===== src/rtl/vga_scanout_if.sv =====
// vga_scanout_if: framebuffer video read port between the scanout (master) and the RAM (slave)
interface vga_scanout_if #(
  parameter int WIDTH = 16
);
  logic [9:0]       pixel_x;
  logic [9:0]       pixel_y;
  logic [WIDTH-1:0] pixel_out;
  modport master (output pixel_x, output pixel_y, input pixel_out);
  modport slave  (input pixel_x, input pixel_y, output pixel_out);
endinterface


===== src/rtl/vga_scanout.sv =====
// vga_scanout: 640x480@60 VGA timing and 1-bpp framebuffer scanout
// VGA_BORDER_EN: when defined, active pixels at x>=512 show BORDER_COLOR instead of BG_COLOR
module vga_scanout #(
  parameter int          WIDTH                   = 16,
  parameter int          BITS_PER_MEMORY_PIXEL_X = 2,
  parameter int          BITS_PER_MEMORY_PIXEL_Y = 2,
  parameter int          CLK_DIV                 = 2,
  parameter int          H_ACTIVE                = 640,
  parameter int          H_FP                    = 16,
  parameter int          H_SYNC                  = 96,
  parameter int          H_BP                    = 48,
  parameter int          V_ACTIVE                = 480,
  parameter int          V_FP                    = 10,
  parameter int          V_SYNC                  = 2,
  parameter int          V_BP                    = 33,
  parameter logic [11:0] FG_COLOR                = 12'hFFF,
  parameter logic [11:0] BG_COLOR                = 12'h000,
  parameter logic [11:0] BORDER_COLOR            = 12'h00F
) (
  input  logic                 CPUclk,
  input  logic                 reset,
  vga_scanout_if.master        ram,
  output logic                 vga_hs,
  output logic                 vga_vs,
  output logic [3:0]           vga_r,
  output logic [3:0]           vga_g,
  output logic [3:0]           vga_b,
  output logic                 vblank
);
  localparam int DW = (CLK_DIV > 2) ? $clog2(CLK_DIV) : 1;
  localparam int IW = $clog2(WIDTH);
  localparam logic [DW-1:0] DIV_LAST = DW'(CLK_DIV - 1);
  localparam logic [9:0] H_LAST   = 10'(H_ACTIVE + H_FP + H_SYNC + H_BP - 1);
  localparam logic [9:0] V_LAST   = 10'(V_ACTIVE + V_FP + V_SYNC + V_BP - 1);
  localparam logic [9:0] H_ACT    = 10'(H_ACTIVE);
  localparam logic [9:0] V_ACT    = 10'(V_ACTIVE);
  localparam logic [9:0] HS_START = 10'(H_ACTIVE + H_FP);
  localparam logic [9:0] HS_END   = 10'(H_ACTIVE + H_FP + H_SYNC - 1);
  localparam logic [9:0] VS_START = 10'(V_ACTIVE + V_FP);
  localparam logic [9:0] VS_END   = 10'(V_ACTIVE + V_FP + V_SYNC - 1);
  localparam logic [9:0] X_WRAP   = 10'd512;
`ifdef VGA_BORDER_EN
  localparam logic [11:0] HI_COLOR = BORDER_COLOR;
`else
  localparam logic [11:0] HI_COLOR = BG_COLOR;
`endif
  generate
    if (CLK_DIV < 2 || WIDTH != (1 << IW) || BITS_PER_MEMORY_PIXEL_X + BITS_PER_MEMORY_PIXEL_Y > 9) begin : g_bad_cfg
      $error("vga_scanout: need CLK_DIV>=2, power-of-two WIDTH and pixel scaling within 10-bit coordinates");
    end
  endgenerate
  logic [DW-1:0] div_q, div_d;
  logic [9:0]    h_q, h_d, v_q, v_d;
  logic          hs_q, hs_d, vs_q, vs_d;
  logic [11:0]   rgb_q, rgb_d, color;
  logic [IW-1:0] idx;
  logic          pix_en, h_wrap, active, pix_bit;
  // The RAM word for h_q/v_q arrives one CPUclk after the address, well before the next pix_en
  always_comb begin
    pix_en  = div_q == '0;
    h_wrap  = h_q == H_LAST;
    div_d   = (div_q == DIV_LAST) ? '0 : div_q + DW'(1);
    h_d     = !pix_en ? h_q : h_wrap ? '0 : h_q + 10'd1;
    v_d     = !(pix_en && h_wrap) ? v_q : (v_q == V_LAST) ? '0 : v_q + 10'd1;
    idx     = IW'(h_q >> BITS_PER_MEMORY_PIXEL_X);
    pix_bit = ram.pixel_out[~idx];
    active  = h_q < H_ACT && v_q < V_ACT;
    color   = !active ? '0 : h_q >= X_WRAP ? HI_COLOR : pix_bit ? FG_COLOR : BG_COLOR;
    rgb_d   = pix_en ? color : rgb_q;
    hs_d    = pix_en ? !(h_q >= HS_START && h_q <= HS_END) : hs_q;
    vs_d    = pix_en ? !(v_q >= VS_START && v_q <= VS_END) : vs_q;
  end
  always_ff @(posedge CPUclk) begin
    if (reset) begin
      div_q <= '0;
      h_q   <= '0;
      v_q   <= '0;
      hs_q  <= 1'b1;
      vs_q  <= 1'b1;
      rgb_q <= '0;
    end else begin
      div_q <= div_d;
      h_q   <= h_d;
      v_q   <= v_d;
      hs_q  <= hs_d;
      vs_q  <= vs_d;
      rgb_q <= rgb_d;
    end
  end
  assign ram.pixel_x           = h_q;
  assign ram.pixel_y           = v_q;
  assign vga_hs                = hs_q;
  assign vga_vs                = vs_q;
  assign {vga_r, vga_g, vga_b} = rgb_q;
  assign vblank                = v_q >= V_ACT;
endmodule


===== src/flat_wrapper.sv =====
// flat-port wrapper written by rule: the top's interface ports become plain ports
module vga_scanout_flat 
#(
  parameter int          WIDTH                   = 16,
  parameter int          BITS_PER_MEMORY_PIXEL_X = 2,
  parameter int          BITS_PER_MEMORY_PIXEL_Y = 2,
  parameter int          CLK_DIV                 = 2,
  parameter int          H_ACTIVE                = 640,
  parameter int          H_FP                    = 16,
  parameter int          H_SYNC                  = 96,
  parameter int          H_BP                    = 48,
  parameter int          V_ACTIVE                = 480,
  parameter int          V_FP                    = 10,
  parameter int          V_SYNC                  = 2,
  parameter int          V_BP                    = 33,
  parameter logic [11:0] FG_COLOR                = 12'hFFF,
  parameter logic [11:0] BG_COLOR                = 12'h000,
  parameter logic [11:0] BORDER_COLOR            = 12'h00F
)
  (CPUclk, reset, vga_hs, vga_vs, vga_r, vga_g, vga_b, vblank, ram_pixel_x, ram_pixel_y, ram_pixel_out);
  vga_scanout_if #(.WIDTH(WIDTH)) ram_i ();
  input  logic CPUclk;
  input  logic reset;
  output logic vga_hs;
  output logic vga_vs;
  output logic [3:0] vga_r;
  output logic [3:0] vga_g;
  output logic [3:0] vga_b;
  output logic vblank;
  output wire logic [$bits(ram_i.pixel_x)-1:0] ram_pixel_x;
  output wire logic [$bits(ram_i.pixel_y)-1:0] ram_pixel_y;
  input wire logic [$bits(ram_i.pixel_out)-1:0] ram_pixel_out;
  assign ram_pixel_x = ram_i.pixel_x;
  assign ram_pixel_y = ram_i.pixel_y;
  assign ram_i.pixel_out = ram_pixel_out;
  vga_scanout #(.WIDTH(WIDTH), .BITS_PER_MEMORY_PIXEL_X(BITS_PER_MEMORY_PIXEL_X), .BITS_PER_MEMORY_PIXEL_Y(BITS_PER_MEMORY_PIXEL_Y), .CLK_DIV(CLK_DIV), .H_ACTIVE(H_ACTIVE), .H_FP(H_FP), .H_SYNC(H_SYNC), .H_BP(H_BP), .V_ACTIVE(V_ACTIVE), .V_FP(V_FP), .V_SYNC(V_SYNC), .V_BP(V_BP), .FG_COLOR(FG_COLOR), .BG_COLOR(BG_COLOR), .BORDER_COLOR(BORDER_COLOR)) u_core (.CPUclk(CPUclk), .reset(reset), .ram(ram_i), .vga_hs(vga_hs), .vga_vs(vga_vs), .vga_r(vga_r), .vga_g(vga_g), .vga_b(vga_b), .vblank(vblank));
endmodule

===== config.mk =====
export PLATFORM = sky130hd
export DESIGN_NAME = vga_scanout_flat
export DESIGN_NICKNAME = d
export VERILOG_FILES = /design/src/rtl/vga_scanout_if.sv /design/src/rtl/vga_scanout.sv /design/src/flat_wrapper.sv
export SDC_FILE = /design/constraint.sdc
export NUM_CORES = 1
export LEC_CHECK = 0
export BUFFER_PORTS_ARGS = -buffer_cell sky130_fd_sc_hd__buf_2
export CORE_MARGIN = 1.5
export CORE_UTILIZATION = 25
export CTS_CLUSTER_SIZE = 20
export DETAILED_ROUTE_END_ITERATION = 10
export PLACE_DENSITY = 0.53
export SLEW_MARGIN = 15
export SYNTH_ARGS = -nofsm -noshare
export SYNTH_HDL_FRONTEND = slang
export SYNTH_SLANG_ARGS = --single-unit
export TNS_END_PERCENT = 100

===== constraint.sdc =====
create_clock -name CPUclk -period 3.3 [get_ports CPUclk]
set_clock_uncertainty 0.2 [all_clocks]
set_input_delay 0.825 -clock CPUclk [delete_from_list [all_inputs] [get_ports CPUclk]]
set_output_delay 0.825 -clock CPUclk [all_outputs]
set_load 0.01 [all_outputs]

==> results.md <==
* Synth Flop Type: dfxtp_1
* Overall global routing resource usage at 11.2%
* Relative slew slack at 61.0%
* Hold Fails Final Rpt at 0
* R2R Setup Slk at 1.09 ns
* Syn avg cell area at 9.03 µm²
* Ports at 53
* Row cnt at 27
* GRT Residual Overflow at 0
* Die H at 79.5 µm
* Fin crit share at 68.6%
* Max-cap violations at 0
* Htree depth at 1
* Fin area at 1730 µm²
* Clk sinks at 24
* Fin crit period at 2.26 ns
* Min-delay src: u_core.vga_hs$_SDFFE_PP1N_
* Origin of the critical flop-to-flop path: u_core.ram.pixel_x[3]$_SDFFE_PP0N_
* Leakage Power at 0.754 nW
* Layout area overhead at 18.0%
* Die Area at 6320 µm²
* Post-route setup slack at 1.04 ns
* Count leader, synth: dfxtp_1
* Core area at 5570 µm²
* Top post-synthesis cells by area: dfxtp_1, buf_4, xnor2_1
* Flops & latches, synth at 24
* Footprint of the multi-input gates at 812 µm²
* DIE WIDTH at 79.5 µm
* Root Buffer: clkbuf_8
* Wire per inst at 12.8 µm
* Final layout net count at 223
* Post-CTS Hold Fix Bufs at 0
* Worst Hold Class: reg -> reg
* Synth warn at 0
* Num CTS Buffers at 3
* R2R depth at 4
* Setup TNS at 0 ns
* N_diodes at 0
* VDD IR max at 0.134 mV
* Setup crit start kind: flip-flop
* CP Data Arrival Time at 1.24 ns
* First-pass GRT wire length at 5.61 mm
* Final-report setup violation count at 0
* Detailed Route WL at 3.47 mm
* Starting DRT DRC Count at 43
* Final Core Density at 31.0%
* Insertion delay to the later sink of the worst-skew pair at 0.27 ns
* Max Clock Freq at 0.442 GHz
* Mapped cell area at 1460 µm²
* Crit end category: output pin
* Async SR Flop Fraction at 0%
* Post-DP Area at 1680 µm²
* WP data required at 2.27 ns
* DR vias/cell at 4.72
* Seq. cell area at 480 µm²
* Synth cell types at 41
* Largest net degree at the start of global routing at 16
* 1st-pass router iterations at 4
* Initial Utilization at 26.2%
* Hold EP: u_core.vga_hs$_SDFFE_PP1N_
* CTS tree: built
* Post-synth EDFFs at 0
* R2R Path End: u_core.ram.pixel_y[9]$_SDFFE_PP0P_
* Setup Crit Path Kind: reg -> out
* Post-cts resize count at 0
* Post-CTS Setup Bufs at 0
* Final Max Tran Viols at 0
* Post-Syn Instances at 162
* Layout cells sized above 1 at 30.8%
* Sequential area share after synthesis at 32.8%
* RSZ-0062 raised after global routing: false
* Post-route ant nets at 0
* Area share of the largest cell type after synthesis at 32.8%
* IO buf count at 52
* DRC at 0
* Initial antenna violation count at 0
* Commonest cells in the synthesized netlist: dfxtp_1, nor2_1, buf_4
* Hold Path Stages at 2
* Post-DP HPWL at 2.59 mm
* Status: finished clean
* Yosys top cell by area: dfxtp_1
* Net count after synthesis at 185
* CTS max path bufs at 2
* Vias at 1275
* Fill cell count at 639
* CP max FO at 7
* Final GP Congestion at 0.740
* Least-Margin Pin Slew at 0.580 ns
* Clk pin slew, worst setup/hold paths at 0.09 ns
* Cell Pwr Density at 315 nW/µm²
* Vias in the first global route at 1183
* DP Worst Slack at 1.11 ns
## sequential cells by signal (all words and copies together), names as in the netlist
signal / count
u_core.vga_vs: 1
u_core.div_q: 1
u_core.ram.pixel_y: 10
u_core.ram.pixel_x: 10
u_core.vga_hs: 1
u_core.rgb_q: 1
## stage by stage
step                power (W)  cells  hold slack [ns]
floorplan            0.000358    162            0.323
global placement     0.000373    267            0.286
detailed placement   0.000375    267            0.293
CTS                  0.000551    270            0.313
global route         0.000567    270            0.339
finish               0.000543    270            0.307
## area by class of cell
cell class / instances / share of cell area [%]
sequential: 24 / 27.8
clock buffer: 3 / 2.39
timing repair buffer: 53 / 15.5
inverter: 9 / 1.96
multi-input combinational: 109 / 47.1
tap: 72 / 5.22
## power by group
part           switching, W   total, W  internal, W
clock network     0.0000950   0.000177    0.0000818
registers         0.0000102   0.000305     0.000295
logic             0.0000306  0.0000612    0.0000307
total              0.000136   0.000543     0.000407
## critical path: stages (launching register included)
cell	delay, ns
dfxtp_1	0.45
nand4_1	0.21
nand2b_1	0.16
buf_2	0.15
## routing by layer
metal	vias to the layer above	global-route usage, %	wire [µm]	share of wire (%)
li1	632	-	-	-
met1	609	14.0	1670	48
met2	32	19.7	1620	47
met3	2	2.51	166	4.8
met4	0	2.11	16	0.46
met5	-	0	0	0
## how the worst max path moves through the flow
stage / to / slack (ns) / cells past startpoint / startpoint
3_3_place_gp: u_core.rgb_q[10]$_SDFFE_PP0N_ / 1.11 / 5 / ram_pixel_out[13]
2_1_floorplan: u_core.ram.pixel_y[7]$_SDFFE_PP0P_ / 1.19 / 5 / u_core.ram.pixel_x[0]$_SDFFE_PP0N_
5_1_grt: vblank / 0.91 / 3 / u_core.ram.pixel_y[5]$_SDFFE_PP0P_
6_report: vblank / 1.04 / 3 / u_core.ram.pixel_y[6]$_SDFFE_PP0P_
3_5_place_dp: u_core.ram.pixel_y[7]$_SDFFE_PP0P_ / 1.11 / 5 / u_core.ram.pixel_x[1]$_SDFFE_PP0N_
4_1_cts: vblank / 0.99 / 3 / u_core.ram.pixel_y[6]$_SDFFE_PP0P_
## kinds of logic (layout without fill, tap and decap cells)
kind of cell / after synthesis / in the layout / synth area share [%]
AO/OA/AOI/OAI: 17 / 17 / 7.44
XOR/XNOR: 14 / 14 / 8.38
adder cells (fa/ha/maj): 5 / 5 / 4.28
buffers and inverters: 29 / 65 / 11.6
flip-flops: 24 / 24 / 32.8
multiplexers: 5 / 5 / 6.50
AND/OR/NAND/NOR: 68 / 68 / 28.9
## placed cells by master, fill, tap and decap left out, types with 2 or more instances in the layout
| cell type | netlist | layout |
|---|---|---|
| buf_2 | 0 | 52 |
| dfxtp_1 | 24 | 24 |
| nor2_1 | 18 | 18 |
| xnor2_1 | 10 | 10 |
| inv_1 | 9 | 9 |
| nand4_1 | 6 | 6 |
| nor3_1 | 6 | 6 |
| nand2_1 | 6 | 6 |
| nand3_1 | 5 | 5 |
| a21oi_1 | 5 | 5 |
| ha_1 | 5 | 5 |
| nand4b_1 | 4 | 4 |
| nor4_1 | 4 | 4 |
| o21ai_0 | 4 | 4 |
| or3_1 | 4 | 4 |
| xor2_1 | 4 | 4 |
| nand2b_1 | 3 | 3 |
| clkbuf_8 | 0 | 3 |
| nand4b_4 | 2 | 2 |
| nand4bb_1 | 2 | 2 |
| nor2b_1 | 2 | 2 |
| mux4_1 | 2 | 2 |
| mux2i_1 | 2 | 2 |
Note: power is estimated with default switching activity, not from simulation.
